### src/rtl/dram_pkg.sv
// Shared DRAM definitions: command encodings used by the controller FSM and
// this timing stage, the command timer state encoding, and default timings.
package dram_pkg;

    typedef enum logic [1:0] {
        CMD_ACT = 2'b00,
        CMD_COL = 2'b01,
        CMD_REF = 2'b10,
        CMD_PRE = 2'b11
    } cmd_t;

    typedef enum logic [1:0] {
        ST_IDLE  = 2'b00,
        ST_ISSUE = 2'b01,
        ST_WAIT  = 2'b10,
        ST_HOLD  = 2'b11
    } state_t;

    localparam int DEF_T_RCD  = 3;
    localparam int DEF_T_CCD  = 1;
    localparam int DEF_T_RP   = 3;
    localparam int DEF_T_RFC  = 8;
    localparam int DEF_T_REFI = 780;

endpackage

### src/rtl/dram_cmd_timer_refresh.sv
// Refresh-interval timer: raises refresh_flag every T_REFI cycles and
// latches refresh_overdue if an interval expires with the flag still pending.
module dram_refresh_timer
    import dram_pkg::*;
#(
    parameter int T_REFI = DEF_T_REFI
) (
    input  logic clk,
    input  logic rst,
    input  logic ref_done,
    output logic refresh_flag,
    output logic refresh_overdue
);

    localparam logic [15:0] RELOAD = 16'(T_REFI - 1);

    logic [15:0] interval_cnt;

    // A completed REF takes priority over an expiry landing on the same edge.
    always_ff @(posedge clk or posedge rst) begin
        if (rst) begin
            interval_cnt    <= RELOAD;
            refresh_flag    <= 1'b0;
            refresh_overdue <= 1'b0;
        end else if (ref_done) begin
            interval_cnt <= RELOAD;
            refresh_flag <= 1'b0;
        end else if (interval_cnt == 16'd0) begin
            interval_cnt <= RELOAD;
            refresh_flag <= 1'b1;
            if (refresh_flag) begin
                refresh_overdue <= 1'b1;
            end
        end else begin
            interval_cnt <= interval_cnt - 16'd1;
        end
    end

endmodule

### src/rtl/dram_cmd_timer.sv
// DRAM command timing stage: issues one command strobe per request, holds the
// requester off for the command's timing parameter, then pulses cmd_ack.
//
//   state    | meaning
//   ---------+-----------------------------------------------------------
//   ST_IDLE  | waiting for cmd_req; latches cmd on acceptance
//   ST_ISSUE | command strobe on the DRAM bus; timer loaded with T-1
//   ST_WAIT  | timer counting down; ack in the cycle it reads zero
//   ST_HOLD  | one dead cycle so the departing request is not re-accepted
module dram_cmd_timer
    import dram_pkg::*;
#(
    parameter int T_RCD  = DEF_T_RCD,
    parameter int T_CCD  = DEF_T_CCD,
    parameter int T_RP   = DEF_T_RP,
    parameter int T_RFC  = DEF_T_RFC,
    parameter int T_REFI = DEF_T_REFI
) (
    input  logic       clk,
    input  logic       rst,
    input  logic       cmd_req,
    input  logic [1:0] cmd,
    output logic       cmd_ack,
    output logic       refresh_flag,
    output logic       refresh_overdue,
    output logic       dram_cmd_valid,
    output logic [1:0] dram_cmd,
    output logic       busy
);

    state_t     state, state_d;
    cmd_t       cur_cmd, cur_cmd_d;
    logic [7:0] wait_cnt, wait_cnt_d;
    logic       ref_done;

    function automatic logic [7:0] wait_load(cmd_t c);
        logic [7:0] val;
        val = 8'd0;
        case (c)
            CMD_ACT: val = 8'(T_RCD - 1);
            CMD_COL: val = 8'(T_CCD - 1);
            CMD_REF: val = 8'(T_RFC - 1);
            CMD_PRE: val = 8'(T_RP - 1);
            default: val = 8'd0;
        endcase
        return val;
    endfunction

    always_comb begin
        state_d    = state;
        cur_cmd_d  = cur_cmd;
        wait_cnt_d = wait_cnt;
        case (state)
            ST_IDLE: begin
                if (cmd_req) begin
                    cur_cmd_d = cmd_t'(cmd);
                    state_d   = ST_ISSUE;
                end
            end
            ST_ISSUE: begin
                wait_cnt_d = wait_load(cur_cmd);
                state_d    = ST_WAIT;
            end
            ST_WAIT: begin
                if (wait_cnt == 8'd0) begin
                    state_d = ST_HOLD;
                end else begin
                    wait_cnt_d = wait_cnt - 8'd1;
                end
            end
            ST_HOLD: state_d = ST_IDLE;
            default: state_d = ST_IDLE;
        endcase
    end

    // Outputs are registered from the next-state values so each one lines up
    // with the cycle its state occupies, without any input-to-output path.
    always_ff @(posedge clk or posedge rst) begin
        if (rst) begin
            state          <= ST_IDLE;
            cur_cmd        <= CMD_ACT;
            wait_cnt       <= 8'd0;
            dram_cmd_valid <= 1'b0;
            dram_cmd       <= 2'b00;
            cmd_ack        <= 1'b0;
            busy           <= 1'b0;
        end else begin
            state          <= state_d;
            cur_cmd        <= cur_cmd_d;
            wait_cnt       <= wait_cnt_d;
            dram_cmd_valid <= (state_d == ST_ISSUE);
            dram_cmd       <= (state_d == ST_ISSUE) ? cur_cmd_d : 2'b00;
            cmd_ack        <= (state_d == ST_WAIT) && (wait_cnt_d == 8'd0);
            busy           <= (state_d != ST_IDLE);
        end
    end

    assign ref_done = cmd_ack && (cur_cmd == CMD_REF);

    dram_refresh_timer #(
        .T_REFI(T_REFI)
    ) u_refresh (
        .clk            (clk),
        .rst            (rst),
        .ref_done       (ref_done),
        .refresh_flag   (refresh_flag),
        .refresh_overdue(refresh_overdue)
    );

endmodule
### config.mk
export PLATFORM = sky130hd
export DESIGN_NAME = dram_cmd_timer
export DESIGN_NICKNAME = d
export VERILOG_FILES = /design/src/rtl/dram_pkg.sv /design/src/rtl/dram_cmd_timer_refresh.sv /design/src/rtl/dram_cmd_timer.sv
export SDC_FILE = /design/constraint.sdc
export NUM_CORES = 1
export LEC_CHECK = 0
export ABC_AREA = 0
export ABC_CLOCK_PERIOD_IN_PS = 5200
export BUFFER_PORTS_ARGS = -buffer_cell sky130_fd_sc_hd__buf_4
export CAP_MARGIN = 20
export CORE_MARGIN = 4
export CORE_UTILIZATION = 35
export DETAILED_ROUTE_END_ITERATION = 12
export SLEW_MARGIN = 20
export SYNTH_ARGS = -nofsm -noshare
export SYNTH_HDL_FRONTEND = slang
export SYNTH_SLANG_ARGS = --single-unit
export TNS_END_PERCENT = 5
### constraint.sdc
create_clock -name clk -period 5.2 [get_ports clk]
set_clock_uncertainty 0.2 [all_clocks]
set_input_delay 1.04 -clock clk [delete_from_list [all_inputs] [get_ports clk]]
set_output_delay 1.04 -clock clk [all_outputs]
set_load 0.05 [all_outputs]
==> metrics.txt, run 1 <==
# TYPE chip_impl_metric gauge
chip_impl_info{name="run_status",value="finished clean"} 1
chip_impl_metric{name="final.setup.worst_slack",unit="ns"} 2.529
chip_impl_metric{name="wl",unit="um"} 3503
chip_impl_metric{name="synth_sequential_area_ratio",unit="%"} 46.91
chip_impl_metric{name="starting_density_of_the_core",unit="%"} 36.36
chip_impl_info{name="worstHoldPathType",value="reg2reg"} 1
chip_impl_metric{name="groute.usage.overall",unit="%"} 12.48
chip_impl_metric{name="route.antenna.remaining_nets",unit=""} 0
chip_impl_metric{name="antenna_found_initial",unit=""} 0
chip_impl_info{name="post-synth-top-area-cell",value="dfrtp_1"} 1
chip_impl_metric{name="final_global_route_overflow_total",unit=""} 0
chip_impl_info{name="synth.top_cells.by_area",value="dfrtp_1 40%, dfstp_2 7.0%, ha_1 5.3%"} 1
chip_impl_info{name="dominantRegCellSynth",value="dfrtp_1"} 1
chip_impl_metric{name="mappedNetlistNets",unit=""} 189
chip_impl_metric{name="largest_net_degree_at_the_start_of_global_routing",unit=""} 36
chip_impl_metric{name="r2r_cells",unit=""} 7
chip_impl_metric{name="post-synth-top-area-fraction",unit="%"} 39.92
chip_impl_metric{name="asyncSetResetFlopFracSynth",unit="%"} 100.0
chip_impl_metric{name="drt_iter0_drc",unit=""} 55
chip_impl_metric{name="synthesis.area",unit="um2"} 1881
chip_impl_metric{name="cts.repair_timing.setup_buffer_count",unit=""} 0
chip_impl_metric{name="place_worst_setup_slack",unit="ns"} 2.581
chip_impl_metric{name="cap_violations",unit=""} 0
chip_impl_metric{name="cts_sinks",unit=""} 35
chip_impl_info{name="worst_hold_path.endpoint",value="u_refresh.interval_cnt[0]"} 1
chip_impl_metric{name="postLayoutCoreUtil",unit="%"} 41.41
chip_impl_info{name="end_kind",value="flip-flop"} 1
chip_impl_metric{name="setup_total_negative_slack",unit="ns"} 0
chip_impl_metric{name="num_rows",unit=""} 26
chip_impl_metric{name="setup.reg_to_reg.worst_slack",unit="ns"} 2.53
chip_impl_metric{name="drcViolationCount",unit=""} 0
chip_impl_metric{name="fmaxAchievable",unit="GHz"} 0.3744
chip_impl_metric{name="gp_congestion",unit=""} 0.7633
chip_impl_metric{name="firstDrtPassIters",unit=""} 4
chip_impl_metric{name="cts.htree.levels",unit=""} 2
chip_impl_metric{name="report.final.setup_viol",unit=""} 0
chip_impl_info{name="r2r-end",value="cmd_ack"} 1
chip_impl_metric{name="report.final.hold_viol_count",unit=""} 0
chip_impl_metric{name="layout.area.seq",unit="um2"} 882.1
chip_impl_metric{name="yosys_warnings",unit=""} 0
chip_impl_metric{name="cts_made_buffers",unit=""} 5
chip_impl_metric{name="final.min_clock_period",unit="ns"} 2.671
chip_impl_metric{name="avgSynthCellArea",unit="um2"} 10.68
chip_impl_metric{name="critical_path_required",unit="ns"} 5.19
chip_impl_metric{name="post_cts_hold_buffer_count",unit=""} 0
chip_impl_info{name="clock_tree_root_driver_cell",value="clkbuf_8"} 1
chip_impl_metric{name="portBuffers",unit=""} 11
chip_impl_metric{name="core_area",unit="um2"} 5172
chip_impl_metric{name="static-leakage-power",unit="nW"} 0.9315
chip_impl_metric{name="relative_slew_margins",unit="%"} 60.66
chip_impl_metric{name="area_delta_synth_final",unit="%"} 13.91
chip_impl_metric{name="fin_nets",unit=""} 205
chip_impl_metric{name="post_cts_resized",unit=""} 0
chip_impl_metric{name="synthDistinctLibCells",unit=""} 50
chip_impl_metric{name="die_area",unit="um2"} 6610
chip_impl_info{name="rr_startpoint",value="state[0]"} 1
chip_impl_metric{name="slew_limit_fails",unit=""} 0
chip_impl_info{name="rsz0062_at_grt",value="no"} 1
chip_impl_metric{name="clkTransAtPathRegs",unit="ns"} 0.08
chip_impl_metric{name="worstMarginPinSlew",unit="ns"} 0.5826
chip_impl_metric{name="dpl.hpwl",unit="um"} 2442
chip_impl_info{name="startpoint_type",value="flip-flop"} 1
chip_impl_metric{name="die_y",unit="um"} 81.30
chip_impl_metric{name="routed_wire_length_per_instance",unit="um"} 13.32
chip_impl_metric{name="detail_route.vias_per_cell",unit=""} 4.947
chip_impl_metric{name="peakVddDrop",unit="V"} 0.0003111
chip_impl_metric{name="power_density",unit="nW/um2"} 632.5
chip_impl_info{name="worst_hold_startpoint",value="u_refresh.interval_cnt[0]"} 1
chip_impl_metric{name="total_power",unit="mW"} 1.355
chip_impl_info{name="criticalPathCategory",value="reg2reg"} 1
chip_impl_metric{name="vias",unit=""} 1301
chip_impl_metric{name="critical_path_peak_fanout",unit=""} 14
chip_impl_metric{name="layout-drive-gt1-share",unit="%"} 25.91
chip_impl_metric{name="timing.final.crit_share",unit="%"} 51.37
chip_impl_metric{name="global_route_wire_length_before_repair",unit="um"} 6237
chip_impl_metric{name="antennaDiodeCount",unit=""} 0
chip_impl_metric{name="number_of_standard_cells_after_synthesis",unit=""} 176
chip_impl_metric{name="combined_area_of_the_multi_input_logic_cells",unit="um2"} 935.9
chip_impl_metric{name="clk_path_buf_depth",unit=""} 2
chip_impl_info{name="cts_tree",value="yes"} 1
chip_impl_metric{name="synth_enable_flop_cells",unit=""} 0
chip_impl_metric{name="clock_latency",unit="ns"} 0.29
chip_impl_metric{name="ys_ff_latch",unit=""} 35
chip_impl_metric{name="critPathArrivalTime",unit="ns"} 2.66
chip_impl_metric{name="io-pin-count",unit=""} 12
chip_impl_metric{name="floorplan.die.width",unit="um"} 81.30
chip_impl_metric{name="worst_hold_path.num_cells",unit=""} 1
chip_impl_metric{name="layout.filler_cells",unit=""} 500
chip_impl_metric{name="hold_slack",unit="ns"} 0.2710
chip_impl_metric{name="first_global_vias",unit=""} 1283
## registers in the layout, summed over array words and instances (netlist names)
| signal | flops |
|---|---|
| u_refresh.interval_cnt | 16 |
| u_refresh.refresh_overdue | 1 |
| cmd_ack | 1 |
| busy | 1 |
| cur_cmd | 2 |
| dram_cmd_valid | 1 |
| state | 2 |
| u_refresh.refresh_flag | 1 |
| dram_cmd | 2 |
| wait_cnt | 8 |
## cells in the final DEF (no fill, tap or decap), types with 2 or more instances in the layout
| cell type | n |
|---|---|
| mux2_2 | 2 |
| o21ai_0 | 3 |
| a21oi_1 | 6 |
| nand3b_1 | 3 |
| nor3_1 | 3 |
| xnor2_1 | 11 |
| and2_1 | 2 |
| xor2_1 | 5 |
| or4_1 | 2 |
| nand2_1 | 19 |
| nand3_1 | 3 |
| clkbuf_8 | 5 |
| nor2_1 | 11 |
| nor2b_1 | 2 |
| inv_1 | 9 |
| o2bb2ai_1 | 3 |
| nor4_1 | 3 |
| buf_4 | 12 |
| mux2i_1 | 2 |
| nand2b_1 | 2 |
| a31o_2 | 2 |
| nor2_2 | 10 |
| nor3_2 | 3 |
| dfrtp_1 | 30 |
| ha_1 | 8 |
| dfstp_2 | 5 |
| a221o_1 | 2 |
## kinds of logic after synthesis
group                      synth area share [%]
DFF                                       46.91
adders and majority gates                 5.323
xor gates and xnor gates                  7.452
AOI/OAI and AO/OA                         9.981
and+or+nand+nor                           24.75
muxes                                     2.262
buffers and inverters                     3.326
## Yosys cell counts (2+ instances only)
cell type / number
mux2_2: 2
nor3_1: 3
o21ai_0: 3
nor3_2: 3
mux2i_1: 2
o2bb2ai_1: 3
or4_1: 2
nand3_1: 3
dfrtp_1: 30
nand2_1: 19
a31o_2: 2
dfstp_2: 5
nand3b_1: 3
nor2_1: 11
ha_1: 8
and2_1: 2
nor4_1: 3
nor2_2: 10
xnor2_1: 11
inv_1: 9
a221o_1: 2
nand2b_1: 2
nor2b_1: 2
xor2_1: 5
a21oi_1: 6
## worst max path at each step
| stage | from | to | slack (ns) | cells after the start |
|---|---|---|---|---|
| 6_report | state[0] | cmd_ack | 2.53 | 7 |
| 5_1_grt | state[0] | cmd_ack | 2.32 | 7 |
| 4_1_cts | state[0] | cmd_ack | 2.52 | 7 |
| 3_5_place_dp | state[0] | cmd_ack | 2.58 | 7 |
| 3_3_place_gp | state[0] | cmd_ack | 2.67 | 7 |
| 2_1_floorplan | wait_cnt[0] | cmd_ack | 3.01 | 7 |
## critical path, cell delays in order (launching register included)
cell and delay, ns:
dfrtp_1 0.39, inv_1 0.10, ha_1 0.55, inv_1 0.22, a31o_2 0.27, a221o_1 0.30, or3b_1 0.35, nor4_1 0.19
## layout make-up
class | count | share of cell area (%)
clock buffers | 5 | 3.213
inverters | 9 | 1.577
repair buffers | 12 | 4.206
well taps | 70 | 4.089
flip-flops and latches | 35 | 41.18
clock inverters | 3 | 2.044
multi-input cells | 129 | 43.69
## per-stage QoR
| step | std cells | instance area (um2) |
|---|---|---|
| 2_1_floorplan | 176 | 1881 |
| 3_3_place_gp | 255 | 2029 |
| 3_5_place_dp | 255 | 2029 |
| 4_1_cts | 263 | 2142 |
| 5_1_grt | 263 | 2142 |
| 6_report | 263 | 2142 |
## power breakdown
group	total, mW	switching, mW	internal [mW]
logic	0.629	0.376	0.254
clock network	0.247	0.104	0.143
registers	0.478	0.0953	0.383
total	1.35	0.575	0.780
## metal layers
metal | vias to the layer above | share of wire [%] | global-route usage (%)
li1 | 647 | - | -
met2 | 14 | 48 | 19.14
met3 | 7 | 2.9 | 3.326
met1 | 633 | 47 | 16.37
met5 | - | 0 | 0
met4 | 0 | 1.7 | 5.574
No activity file was read; power rests on OpenSTA's default activity.
==> inputs of run 2 (changes only) <==
--- a/config.mk
+++ b/config.mk
@@ -6,7 +6,7 @@
 export NUM_CORES = 1
 export LEC_CHECK = 0
 export ABC_AREA = 0
-export ABC_CLOCK_PERIOD_IN_PS = 5200
+export ABC_CLOCK_PERIOD_IN_PS = 2300
 export BUFFER_PORTS_ARGS = -buffer_cell sky130_fd_sc_hd__buf_4
 export CAP_MARGIN = 20
 export CORE_MARGIN = 4
==> constraint.sdc (replaced) <==
create_clock -name clk -period 2.3 [get_ports clk]
set_clock_uncertainty 0.2 [all_clocks]
set_input_delay 0.46 -clock clk [delete_from_list [all_inputs] [get_ports clk]]
set_output_delay 0.46 -clock clk [all_outputs]
set_load 0.05 [all_outputs]
==> run 2 against run 1 <==
- worst setup slack lost 2.5 ns
- global-route usage grew 0.21 points
- combinational power grew to 2.7 times the previous value
- wire length grew 5.5%
- final area grew 6.1%
- critical path type unchanged
- critical endpoint is now u_refresh.interval_cnt[14]
==> metrics.txt, run 2 (synthesis gave the netlist of run 1 again) <==
# TYPE chip_impl_metric gauge
chip_impl_info{name="run_status",value="finished clean"} 1
chip_impl_metric{name="p_sw_share",unit="%"} 40.21
chip_impl_metric{name="static-leakage-power",unit="nW"} 1.007
chip_impl_metric{name="cts.repair_timing.setup_buffer_count",unit=""} 0
chip_impl_metric{name="fin_nets",unit=""} 217
chip_impl_info{name="r2r-end",value="u_refresh.interval_cnt[14]"} 1
chip_impl_metric{name="drcViolationCount",unit=""} 0
chip_impl_metric{name="timing.final.crit_share",unit="%"} 97.60
chip_impl_info{name="top_register",value="u_refresh.interval_cnt"} 1
chip_impl_metric{name="num_rows",unit=""} 26
chip_impl_info{name="layout.cells.most_common_list",value="30 x dfrtp_1, 22 x buf_4, 19 x nand2_1, 11 x nor2_1, 11 x xnor2_1"} 1
chip_impl_metric{name="worstMarginPinSlew",unit="ns"} 0.4673
chip_impl_metric{name="wl",unit="um"} 3696
chip_impl_info{name="worstHoldPathType",value="in2async"} 1
chip_impl_metric{name="portBuffers",unit=""} 11
chip_impl_metric{name="clk_path_buf_depth",unit=""} 2
chip_impl_info{name="crit_path_start",value="u_refresh.interval_cnt[5]"} 1
chip_impl_metric{name="critical_path_required",unit="ns"} 2.27
chip_impl_metric{name="report.final.setup_viol",unit=""} 0
chip_impl_metric{name="peakVddDrop",unit="V"} 0.0008376
chip_impl_metric{name="die_y",unit="um"} 81.30
chip_impl_metric{name="power_report.internal_total",unit="mW"} 1.989
chip_impl_metric{name="cap_violations",unit=""} 0
chip_impl_metric{name="clock_latency",unit="ns"} 0.28
chip_impl_metric{name="route.antenna.remaining_nets",unit=""} 0
chip_impl_metric{name="total_power",unit="mW"} 3.327
chip_impl_metric{name="post_cts_resized",unit=""} 0
chip_impl_metric{name="floorplan.die.width",unit="um"} 81.30
chip_impl_metric{name="critical_path_peak_fanout",unit=""} 5
chip_impl_metric{name="relative_slew_margins",unit="%"} 68.45
chip_impl_metric{name="cts_sinks",unit=""} 35
chip_impl_metric{name="vias",unit=""} 1361
chip_impl_metric{name="firstDrtPassIters",unit=""} 5
chip_impl_metric{name="largest_register_ffs",unit=""} 16
chip_impl_metric{name="report.final.hold_viol_count",unit=""} 0
chip_impl_metric{name="fmaxAchievable",unit="GHz"} 0.4455
chip_impl_metric{name="detail_route.vias_per_cell",unit=""} 4.949
chip_impl_metric{name="gp_congestion",unit=""} 0.7947
chip_impl_metric{name="global_route_wire_length_before_repair",unit="um"} 6348
chip_impl_metric{name="final.min_clock_period",unit="ns"} 2.245
chip_impl_metric{name="antenna_found_initial",unit=""} 0
chip_impl_metric{name="starting_density_of_the_core",unit="%"} 36.36
chip_impl_info{name="mostFrequentLayoutCell",value="dfrtp_1"} 1
chip_impl_metric{name="r2r_cells",unit=""} 5
chip_impl_info{name="rsz0062_at_grt",value="yes"} 1
chip_impl_info{name="criticalPathCategory",value="reg2reg"} 1
chip_impl_metric{name="switching_power",unit="mW"} 1.338
chip_impl_info{name="rr_startpoint",value="u_refresh.interval_cnt[5]"} 1
chip_impl_info{name="clock_tree_root_driver_cell",value="clkbuf_8"} 1
chip_impl_metric{name="largest_net_degree_at_the_start_of_global_routing",unit=""} 36
chip_impl_info{name="crit_path_end",value="u_refresh.interval_cnt[14]"} 1
chip_impl_metric{name="combinationalPowerShare",unit="%"} 51.3
chip_impl_metric{name="pwr-share-seq",unit="%"} 31.6
chip_impl_metric{name="cts_made_buffers",unit=""} 5
chip_impl_metric{name="first_global_vias",unit=""} 1355
chip_impl_metric{name="core_area",unit="um2"} 5172
chip_impl_metric{name="cts.htree.levels",unit=""} 2
chip_impl_metric{name="critPathArrivalTime",unit="ns"} 2.22
chip_impl_metric{name="postLayoutCoreUtil",unit="%"} 43.93
chip_impl_metric{name="area_delta_synth_final",unit="%"} 20.83
chip_impl_info{name="end_kind",value="flip-flop"} 1
chip_impl_metric{name="die_area",unit="um2"} 6610
chip_impl_metric{name="layout-drive-gt1-share",unit="%"} 31.71
chip_impl_metric{name="groute.usage.overall",unit="%"} 12.70
chip_impl_metric{name="post_cts_hold_buffer_count",unit=""} 0
chip_impl_info{name="startpoint_type",value="flip-flop"} 1
chip_impl_metric{name="io-pin-count",unit=""} 12
chip_impl_metric{name="p_clk_share",unit="%"} 17.1
chip_impl_info{name="cts_tree",value="yes"} 1
chip_impl_metric{name="routed_wire_length_per_instance",unit="um"} 13.44
chip_impl_metric{name="antennaDiodeCount",unit=""} 0
chip_impl_metric{name="clkTransAtPathRegs",unit="ns"} 0.08
chip_impl_metric{name="power_density",unit="nW/um2"} 1464
chip_impl_metric{name="setup.reg_to_reg.worst_slack",unit="ns"} 0.06
chip_impl_metric{name="drt_iter0_drc",unit=""} 34
chip_impl_metric{name="slew_limit_fails",unit=""} 0
chip_impl_info{name="largestRegisters",value="u_refresh.interval_cnt x16, wait_cnt x8"} 1
chip_impl_metric{name="dpl.hpwl",unit="um"} 2551
chip_impl_metric{name="final_global_route_overflow_total",unit=""} 0
-- run 2: changes by cell type in the layout (fill, tap and decap cells not counted) --
cell and change:
nor3b_2 +1, or4_1 -1, ha_4 +1, clkbuf_8 +1
buf_12 +1, clkinv_4 -1, ha_1 -1, buf_4 +10
a21o_2 +1, nor3b_1 -1, or4_4 +1
-- run 2: layout make-up --
type                    instances  area [um2]
repair buffers                 23       185.2
flip-flops and latches         35       882.1
clock inverters                 2       35.03
well taps                      70       87.58
multi-input cells             130       965.9
fillers                       500        2900
clock buffers                   6       82.58
inverters                       9       33.78
-- run 2: routing by layer --
metal | part of all wire [%] | track usage, %
met1 | 46 | 16.61
met2 | 50 | 20.11
met3 | 2.8 | 3.326
met4 | 0.78 | 4.561
met5 | 0 | 0
-- run 2: stage by stage --
stage          hold WS (ns)  TNS (ns)  worst slack [ns]  area, um2  instances
6_report            0.06525         0           0.05518       2272        275
5_1_grt              0.1189  -0.01435          -0.01014       2272        275
4_1_cts             0.08234         0          0.009843       2242        274
3_5_place_dp         0.2523         0           0.03876       2125        266
3_3_place_gp         0.2511         0           0.04105       2125        266
2_1_floorplan        0.2327         0            0.1108       1881        176
-- run 2: power by group through the flow --
| stage | Combinational [mW] | Sequential (mW) | Clock, mW |
|---|---|---|---|
| 6_report | 1.71 | 1.05 | 0.569 |
| 2_1_floorplan | 0.997 | 1.18 | 0 |
| 3_5_place_dp | 1.65 | 1.06 | 0 |
| 3_3_place_gp | 1.66 | 1.05 | 0 |
| 4_1_cts | 1.67 | 1.05 | 0.593 |
| 5_1_grt | 1.88 | 1.09 | 0.622 |
-- run 2: worst min-delay path by stage --
stage | slack (ns) | start | to | depth (start not counted)
final | 0.07 | rst | u_refresh.refresh_overdue | 3
after global routing | 0.12 | rst | u_refresh.interval_cnt[10] | 3
after CTS | 0.08 | rst | u_refresh.interval_cnt[12] | 3
after detailed placement | 0.25 | u_refresh.interval_cnt[0] | u_refresh.interval_cnt[0] | 1
after global placement | 0.25 | u_refresh.interval_cnt[0] | u_refresh.interval_cnt[0] | 1
after floorplan | 0.23 | u_refresh.interval_cnt[0] | u_refresh.interval_cnt[0] | 1
-- run 2: critical path: stages (launching register included) --
cell	delay [ns]
dfrtp_1	0.41
or4_4	0.53
or4b_4	0.50
nor3_4	0.21
a21o_2	0.22
nor2_2	0.06
